$ cat src/rtl/conv_window_gen_pkg.sv
// Shared constants and helpers for the 5x5 convolution window generator.
package conv_window_gen_pkg;

    localparam int K    = 5;        // window size (rows and columns)
    localparam int DW   = 9;        // pixel width, signed two's complement
    localparam int COLW = K * DW;   // one packed window column
    localparam int NLB  = K - 1;    // number of stored previous lines

    // Counter width able to index 0..n-1 (never narrower than one bit)
    function automatic int cnt_w(input int n);
        return (n > 1) ? $clog2(n) : 1;
    endfunction

endpackage

$ cat src/rtl/conv_window_gen_line_buf.sv
// One image line of pixel storage, addressed by column. The read port is
// combinational so the old pixel at a column is seen in the same cycle the
// new pixel is written there (read-before-write). Contents are not reset:
// every location is rewritten before it can reach a window.
module line_buf
    import conv_window_gen_pkg::*;
#(
    parameter int W     = DW,
    parameter int DEPTH = 28,
    parameter int AW    = cnt_w(DEPTH)
) (
    input  logic          clk,
    input  logic          we,
    input  logic [AW-1:0] addr,
    input  logic [W-1:0]  wr_data,
    output logic [W-1:0]  rd_data
);

    logic [W-1:0] mem_r [DEPTH];

    // Old contents at the addressed column
    always_comb begin
        rd_data = mem_r[addr];
    end

    // Overwrite the addressed column on an accepted beat
    always_ff @(posedge clk) begin
        if (we) begin
            mem_r[addr] <= wr_data;
        end
    end

endmodule

$ cat src/rtl/conv_window_gen.sv
// Raster pixel stream to 5x5 window generator. Keeps the previous four
// lines in a cascade of line buffers, shifts a 5-column window on each
// accepted pixel, and announces windows lying fully inside the frame with a
// one-cycle x_valid pulse, then throttles the source for HOLD cycles while
// the engine reads the columns.
module conv_window_gen #(
    parameter int IMG_W = 28,
    parameter int IMG_H = 28,
    parameter int DW    = conv_window_gen_pkg::DW,
    parameter int HOLD  = 5
) (
    input  logic                                clk,
    input  logic                                rstn,
    input  logic                                pix_valid,
    input  logic [DW-1:0]                       pix_data,
    output logic                                pix_ready,
    output logic                                x_valid,
    output logic [conv_window_gen_pkg::K*DW-1:0] x_m_1,
    output logic [conv_window_gen_pkg::K*DW-1:0] x_m_2,
    output logic [conv_window_gen_pkg::K*DW-1:0] x_m_3,
    output logic [conv_window_gen_pkg::K*DW-1:0] x_m_4,
    output logic [conv_window_gen_pkg::K*DW-1:0] x_m_5
);

    import conv_window_gen_pkg::*;

    localparam int CW    = K * DW;
    localparam int COL_W = cnt_w(IMG_W);
    localparam int ROW_W = cnt_w(IMG_H);
    localparam int HC_W  = cnt_w(HOLD + 1);

    logic [COL_W-1:0] col_r;
    logic [ROW_W-1:0] row_r;
    logic [HC_W-1:0]  hold_cnt_r;

    logic             accept_s;
    logic             emit_s;
    logic             col_last_s;
    logic             row_last_s;
    logic [DW-1:0]    lb_wr_s [NLB];
    logic [DW-1:0]    lb_rd_s [NLB];
    logic [CW-1:0]    new_col_s;

    // Handshake, emit gating and the line-buffer cascade wiring
    always_comb begin
        accept_s   = pix_valid && pix_ready;
        emit_s     = (row_r >= ROW_W'(K - 1)) && (col_r >= COL_W'(K - 1));
        col_last_s = (col_r == COL_W'(IMG_W - 1));
        row_last_s = (row_r == ROW_W'(IMG_H - 1));
        lb_wr_s[0] = pix_data;
        for (int i = 1; i < NLB; i++) begin
            lb_wr_s[i] = lb_rd_s[i-1];
        end
        // oldest line on top, incoming pixel at the bottom
        new_col_s = {lb_rd_s[3], lb_rd_s[2], lb_rd_s[1], lb_rd_s[0], pix_data};
    end

    // L0 holds line r-1, each later buffer one line older
    for (genvar g = 0; g < NLB; g++) begin : g_lb
        line_buf #(
            .W     (DW),
            .DEPTH (IMG_W),
            .AW    (COL_W)
        ) u_line_buf (
            .clk     (clk),
            .we      (accept_s),
            .addr    (col_r),
            .wr_data (lb_wr_s[g]),
            .rd_data (lb_rd_s[g])
        );
    end

    // Raster position of the next pixel, wrapping at line and frame ends
    always_ff @(posedge clk or negedge rstn) begin
        if (!rstn) begin
            col_r <= '0;
            row_r <= '0;
        end else if (accept_s) begin
            if (col_last_s) begin
                col_r <= '0;
                if (row_last_s) begin
                    row_r <= '0;
                end else begin
                    row_r <= row_r + ROW_W'(1);
                end
            end else begin
                col_r <= col_r + COL_W'(1);
            end
        end
    end

    // Window shift register and the one-cycle new-window pulse
    always_ff @(posedge clk or negedge rstn) begin
        if (!rstn) begin
            x_valid <= 1'b0;
            x_m_1   <= '0;
            x_m_2   <= '0;
            x_m_3   <= '0;
            x_m_4   <= '0;
            x_m_5   <= '0;
        end else begin
            x_valid <= accept_s && emit_s;
            if (accept_s) begin
                x_m_1 <= x_m_2;
                x_m_2 <= x_m_3;
                x_m_3 <= x_m_4;
                x_m_4 <= x_m_5;
                x_m_5 <= new_col_s;
            end
        end
    end

    // Keep pix_ready low for HOLD cycles after each emitted window
    always_ff @(posedge clk or negedge rstn) begin
        if (!rstn) begin
            pix_ready  <= 1'b1;
            hold_cnt_r <= '0;
        end else if (accept_s && emit_s) begin
            pix_ready  <= 1'b0;
            hold_cnt_r <= HC_W'(HOLD - 1);
        end else if (!pix_ready) begin
            if (hold_cnt_r == '0) begin
                pix_ready <= 1'b1;
            end else begin
                hold_cnt_r <= hold_cnt_r - HC_W'(1);
            end
        end
    end

endmodule

$ cat config.mk
export PLATFORM = sky130hd
export DESIGN_NAME = conv_window_gen
export DESIGN_NICKNAME = d
export VERILOG_FILES = /design/src/rtl/conv_window_gen_pkg.sv /design/src/rtl/conv_window_gen_line_buf.sv /design/src/rtl/conv_window_gen.sv
export SDC_FILE = /design/constraint.sdc
export NUM_CORES = 1
export LEC_CHECK = 0
export CORE_MARGIN = 3
export CORE_UTILIZATION = 59
export DETAILED_ROUTE_END_ITERATION = 16
export PLACE_DENSITY = 0.78
export SKIP_CTS_REPAIR_TIMING = 1
export SLEW_MARGIN = 20
export SYNTH_ARGS = -nofsm -noshare
export SYNTH_HDL_FRONTEND = slang
export SYNTH_SLANG_ARGS = --single-unit
export TNS_END_PERCENT = 50
$ cat constraint.sdc
create_clock -name clk -period 4.7 [get_ports clk]
set_input_delay 1.175 -clock clk [delete_from_list [all_inputs] [get_ports clk]]
set_output_delay 1.175 -clock clk [all_outputs]
set_load 0.05 [all_outputs]
==> results of run 1 <==
-- per-layer routing --
layer  part of all wire, %  GRT usage (%)  routed length [µm]
met5                 0.034              0                  41
met4                   3.6           10.6                4390
met3                    11           6.69               13600
met2                    47           44.4               56800
met1                    38           40.1               45600
-- logic make-up after synthesis --
group	count (synthesis)	share of synthesized area (%)
AOI/OAI and AO/OA	232	3.31
adders and majority gates	8	0.210
xor gates and xnor gates	2	0.0368
buffers and inverters	165	1.67
and+or+nand+nor	779	6.73
muxes	414	11.9
DFF	1248	76.2
-- flip-flops by register name (all words and copies together) (netlist names) --
name and cells:
pix_ready 1, x_m_1 45, g_lb.u_line_buf.mem_r 1008, x_m_5 45, x_valid 1, x_m_3 45
col_r 5, row_r 5, x_m_4 45, x_m_2 45, hold_cnt_r 3
-- cell usage after synthesis (all sizes together) (31+ instances only) --
| master | count |
|---|---|
| clkbuf | 77 |
| nand3 | 47 |
| o22ai | 71 |
| buf | 77 |
| a22oi | 70 |
| mux4 | 116 |
| edfxtp | 1008 |
| nand2 | 607 |
| nor2 | 61 |
| mux2 | 31 |
| dfrtp | 239 |
| mux2i | 267 |
-- worst paths after layout --
check | to | slack, ns | depth (start not counted)
max | x_m_5[25] | 0.97 | 6
min | x_m_1[23] | 0.48 | 2
max reg2reg | x_m_5[25] | 0.97 | 6
min reg2reg | x_m_1[23] | 0.48 | 2
max in group asynchronous | x_m_1[24] | 2.98 | 2
min in group asynchronous | x_m_3[0] | 0.55 | 1
-- final cells by class --
| class | count | area, µm² |
|---|---|---|
| clock buffers | 159 | 3300 |
| clock inverters | 62 | 599 |
| fillers | 4788 | 23800 |
| inverters | 11 | 41.3 |
| multi-input cells | 1435 | 10800 |
| flip-flops and latches | 1248 | 36300 |
| well taps | 1050 | 1310 |
| repair buffers | 363 | 3450 |
-- report_power, final --
group	total [W]	switching (W)	leakage (nW)	internal (W)
Clock	0.00948	0.00397	1.93	0.00551
Sequential	0.0176	0.00133	12.1	0.0163
Combinational	0.0164	0.0115	6.36	0.00493
Total	0.0435	0.0168	20.4	0.0267
-- worst min-delay path, cell delays in order, from the launching register on --
cell and delay, ns:
dfrtp_1 0.34, nand2_1 0.05, nand2_1 0.05
-- cells in the final DEF (no fill, tap or decap), types with 27 or more instances in the layout --
cell type / synthesis / routed
buf_4: 15 / 114
mux2_2: 27 / 27
nor2_1: 61 / 32
a22oi_1: 70 / 70
dfrtp_1: 239 / 237
edfxtp_1: 1008 / 1008
nand3_1: 47 / 47
nor2_4: 0 / 27
mux2i_1: 267 / 267
clkbuf_16: 0 / 121
clkdlybuf4s50_1: 0 / 234
nand2_1: 607 / 606
mux4_2: 116 / 116
o22ai_1: 71 / 71
-- through the flow --
stage | cell area, µm² | hold slack (ns)
detailed placement | 51900 | 0.461
finish | 55800 | 0.479
global route | 55800 | 0.505
CTS | 55800 | 0.483
floorplan | 47600 | 0.499
global placement | 51900 | 0.456
==> impl_metrics.py, run 1 <==
metrics = {
    "outcome": {
        "status": "finished clean",
    },
    "drt": {
        "post-route-drc-count": 0,
        "drt_iter0_drc": 3466,
        "vias": 27400,
        "routed_wl_um": 120000,
        "wl_per_cell_um": 27.8,
        "ant_nets": 0,
        "vias_per_cell": 6.33,
        "firstDrtPassIters": 7,
    },
    "place": {
        "port_buffers": 238,
        "place_ws_ns": 0.916,
        "dp_cells": 4107,
        "globalplace.congestion": 0.903,
        "place_hpwl_um": 75300,
    },
    "floorplan": {
        "pin_count": 239,
        "fp-row-count": 103,
        "die_h_um": 290,
        "dieArea_um2": 84200,
        "start_util_pct": 59.9,
        "coreArea_um2": 79500,
        "die_x_um": 290,
    },
    "worst_setup_path": {
        "path_max_fanout": 45,
        "r2r_start": "col_r[0]",
        "worstPathCellList": "buf_4 -> mux4_2 -> a211oi_1 -> nand3_1 -> buf_4 -> mux2_2",
        "cp-start-kind": "flop",
        "endpoint_kind": "flop",
        "crit_path_frequent_cell": "buf_4",
        "cp_data_arrival_time_ns": 4.29,
        "crit_buf_inv": 2,
        "critical_path_class": "reg -> reg",
        "crit_required_ns": 5.26,
        "crit_path_top_delay_cell": "dfrtp_4",
        "crit_path_start": "col_r[0]",
        "crit_family": "multiplexers",
        "max_stage_delay_ns": 0.86,
    },
    "cells_and_area": {
        "drive_gt1_share_pct": 15.3,
        "fin_nets": 3197,
        "area_delta_synth_final_pct": 17.1,
        "final_cells": 4328,
        "finish.utilization_pct": 70.1,
        "diodes": 0,
    },
    "sta": {
        "hold_viol_final": 0,
        "worst_pin_slew_ns": 1.03,
        "tns_ns": 0,
        "slew_headroom_pct": 31.2,
        "finalCriticalPeriod_ns": 3.73,
        "clock_skew_ns": 0.0261,
        "setup_violations": 0,
        "max_freq_mhz": 268,
        "slew_violations": 0,
        "fin_ws_ns": 0.972,
        "grt_setup_unrepaired": "no",
        "fin_crit_sh_pct": 79.3,
    },
    "flow_run": {
        "drv_cap": 0,
    },
    "power": {
        "ir_worst_vdd_mv": 0.550,
        "power.density_nw_per_um2": 780,
        "finalPower_w": 0.0435,
        "p_leak_nw": 20.4,
    },
    "global_route": {
        "overflow": 0,
        "antenna_found_initial": 6,
        "grt_max_degree": 217,
        "grt_usage_pct": 28.6,
        "grt_pass1_vias": 27000,
        "grt_pass1_wl_um": 179000,
    },
    "logic_synthesis": {
        "synth-edff-count": 1008,
        "synth_top_area_share_pct": 63.6,
        "ys_ff_latch": 1248,
        "ys_warn_count": 0,
        "synth_nets": 2868,
        "syn-cell-area_um2": 47600,
        "synth_area_leaders": "edfxtp_1 64%, dfrtp_1 13%, mux2i_1 5.6%",
        "synth_flop_cell": "edfxtp_1",
        "netlist-cell-type-count": 56,
        "yosysTopAreaCell": "edfxtp_1",
        "synthCells": 2848,
        "ys_async_sr_fraction_pct": 19.2,
        "seq_area_frac_synth_pct": 76.2,
        "synth.avg_cell_area_um2": 16.7,
    },
    "clock_tree": {
        "cts_buffer_depth": 3,
        "clk_pin_slew_worst_paths_ns": 0.06,
        "cts_tree": "built",
        "cts_buffers": 118,
        "root_buffer": "clkbuf_16",
        "cts.sinks": 1248,
        "clock_latency_ns": 0.68,
        "cts_max_level": 3,
    },
    "min_path": {
        "worstHoldStart": "x_m_1[23]",
        "min_path_type": "reg -> reg",
    },
}
Note: power is estimated with default switching activity, not from simulation.
==> inputs of run 2 (changes only) <==
--- a/config.mk
+++ b/config.mk
@@ -6,9 +6,9 @@
 export NUM_CORES = 1
 export LEC_CHECK = 0
 export CORE_MARGIN = 3
-export CORE_UTILIZATION = 59
+export CORE_UTILIZATION = 54
 export DETAILED_ROUTE_END_ITERATION = 16
-export PLACE_DENSITY = 0.78
+export PLACE_DENSITY = 0.76
 export SKIP_CTS_REPAIR_TIMING = 1
 export SLEW_MARGIN = 20
 export SYNTH_ARGS = -nofsm -noshare
==> constraint.sdc (replaced) <==
create_clock -name clk -period 3.1 [get_ports clk]
set_input_delay 0.775 -clock clk [delete_from_list [all_inputs] [get_ports clk]]
set_output_delay 0.775 -clock clk [all_outputs]
set_load 0.05 [all_outputs]
==> impl_metrics.py, run 2 (synthesis results as in run 1) <==
metrics = {
    "cells_and_area": {
        "final_area_um2": 57100,
        "drive_gt1_share_pct": 16.9,
        "fin_nets": 3271,
        "layout_common_cells": "1008 x edfxtp_1, 606 x nand2_1, 267 x mux2i_1",
        "diodes": 0,
        "final_common_cell": "edfxtp_1",
        "regMostFlops": "g_lb.u_line_buf.mem_r",
        "area_delta_synth_final_pct": 19.8,
        "largest_reg_flops": 1008,
        "finish.utilization_pct": 65.5,
    },
    "floorplan": {
        "dieArea_um2": 91800,
        "fp-row-count": 108,
        "pin_count": 239,
        "die_h_um": 303,
        "coreArea_um2": 87200,
        "die_x_um": 303,
        "start_util_pct": 54.6,
    },
    "place": {
        "globalplace.congestion": 0.899,
        "port_buffers": 238,
        "postPlaceCellArea_um2": 53200,
        "place_hpwl_um": 75200,
    },
    "clock_tree": {
        "cts_buffer_depth": 3,
        "cts.sinks": 1248,
        "clk_pin_slew_worst_paths_ns": 0.06,
        "root_buffer": "clkbuf_16",
        "cts_buffers": 119,
        "clock_latency_ns": 0.72,
        "cts_tree": "built",
        "cts_max_level": 3,
    },
    "sta": {
        "finalCriticalPeriod_ns": 2.96,
        "grt_setup_unrepaired": "no",
        "max_freq_mhz": 338,
        "clock_skew_ns": 0.0449,
        "hold_viol_final": 0,
        "tns_ns": 0,
        "slew_headroom_pct": 50.7,
        "setup_violations": 0,
        "slew_violations": 0,
        "fin_crit_sh_pct": 95.5,
        "worst_pin_slew_ns": 0.739,
    },
    "global_route": {
        "grt_usage_pct": 27.2,
        "grt_pass1_wl_um": 181000,
        "grt.busiest_layer": "met2",
        "grtUsageMet1_pct": 36.6,
        "antenna_found_initial": 4,
        "use_met2_pct": 43.3,
        "grt_pass1_vias": 27500,
        "overflow": 0,
        "grt_max_degree": 96,
        "grtUsageMet3_pct": 6.66,
    },
    "drt": {
        "wl_per_cell_um": 27.7,
        "firstDrtPassIters": 8,
        "vias": 27700,
        "routed_wl_um": 125000,
        "ant_nets": 0,
        "post-route-drc-count": 0,
        "drt_iter0_drc": 3465,
        "vias_per_cell": 6.14,
    },
    "worst_setup_path": {
        "crit_required_ns": 2.32,
        "path_max_fanout": 6,
        "max_stage_delay_ns": 0.85,
        "endpoint_kind": "primary output",
        "cp-start-kind": "flop",
        "crit_family": "buffers and inverters",
        "critical_path_class": "reg -> out",
        "cp_data_arrival_time_ns": 2.19,
        "crit_path_top_delay_cell": "clkdlybuf4s50_1",
        "worstPathCellList": "clkdlybuf4s50_1",
        "r2r_slack_ns": 0.17,
        "crit_buf_inv": 1,
    },
    "power": {
        "ir_worst_vdd_mv": 0.950,
        "p_leak_nw": 20.8,
        "power.density_nw_per_um2": 1160,
    },
    "min_path": {
        "min_path_type": "in -> async",
    },
    "flow_run": {
        "drv_cap": 0,
    },
    "outcome": {
        "status": "finished clean",
    },
}
==> run 2: changes by cell type in the layout (fill, tap and decap cells not counted), moves of 4 or more <==
cell        previous run  this run
clkinvlp_2             0         7
buf_12                11        65
clkinvlp_4             2         6
clkinv_1              20        31
clkbuf_8              12         0
buf_4                114       133
==> run 2: final cells by class <==
cell class / count / area (µm²)
Sequential cell: 1248 / 36300
Timing Repair Buffer: 436 / 4690
Multi-Input combinational cell: 1435 / 10800
Fill cell: 5717 / 30100
Clock buffer: 139 / 3050
Clock inverter: 87 / 782
Tap cell: 1155 / 1450
Inverter: 11 / 41.3
==> run 2: layer usage <==
| metal | wire length, µm | share of wire [%] |
|---|---|---|
| met5 | 12 | 0.0096 |
| met3 | 15100 | 12 |
| met4 | 4770 | 3.8 |
| met1 | 45400 | 36 |
| met2 | 59600 | 48 |
==> run 2: worst paths after layout <==
| kind | start | end | cells past startpoint |
|---|---|---|---|
| worst max register to register | col_r[1] | x_m_5[28] | 7 |
| worst max-delay path | pix_ready | pix_ready | 1 |
| worst min register to register | x_m_1[8] | x_m_1[8] | 2 |
| min in group clk | x_m_1[8] | x_m_1[8] | 2 |
| worst min-delay path | rstn | x_m_2[24] | 1 |
| max in group asynchronous | rstn | pix_ready | 2 |
==> run 2: metrics by stage <==
step	std cells	setup WS (ns)	hold WS, ns	total power, W
3_3_place_gp	4284	0.0762	0.457	0.0511
5_1_grt	4511	0.0970	0.117	0.0685
6_report	4511	0.138	0.0539	0.0661
3_5_place_dp	4284	0.0368	0.461	0.0520
4_1_cts	4510	0.0849	0.0676	0.0661
2_1_floorplan	2848	-0.568	0.479	0.0412
==> run 2: power breakdown <==
group          internal, W  total (W)  leakage, nW  switching [W]
sequential          0.0246     0.0265         12.1        0.00186
combinational      0.00866     0.0255         6.90         0.0169
clock              0.00791     0.0141         1.84        0.00621
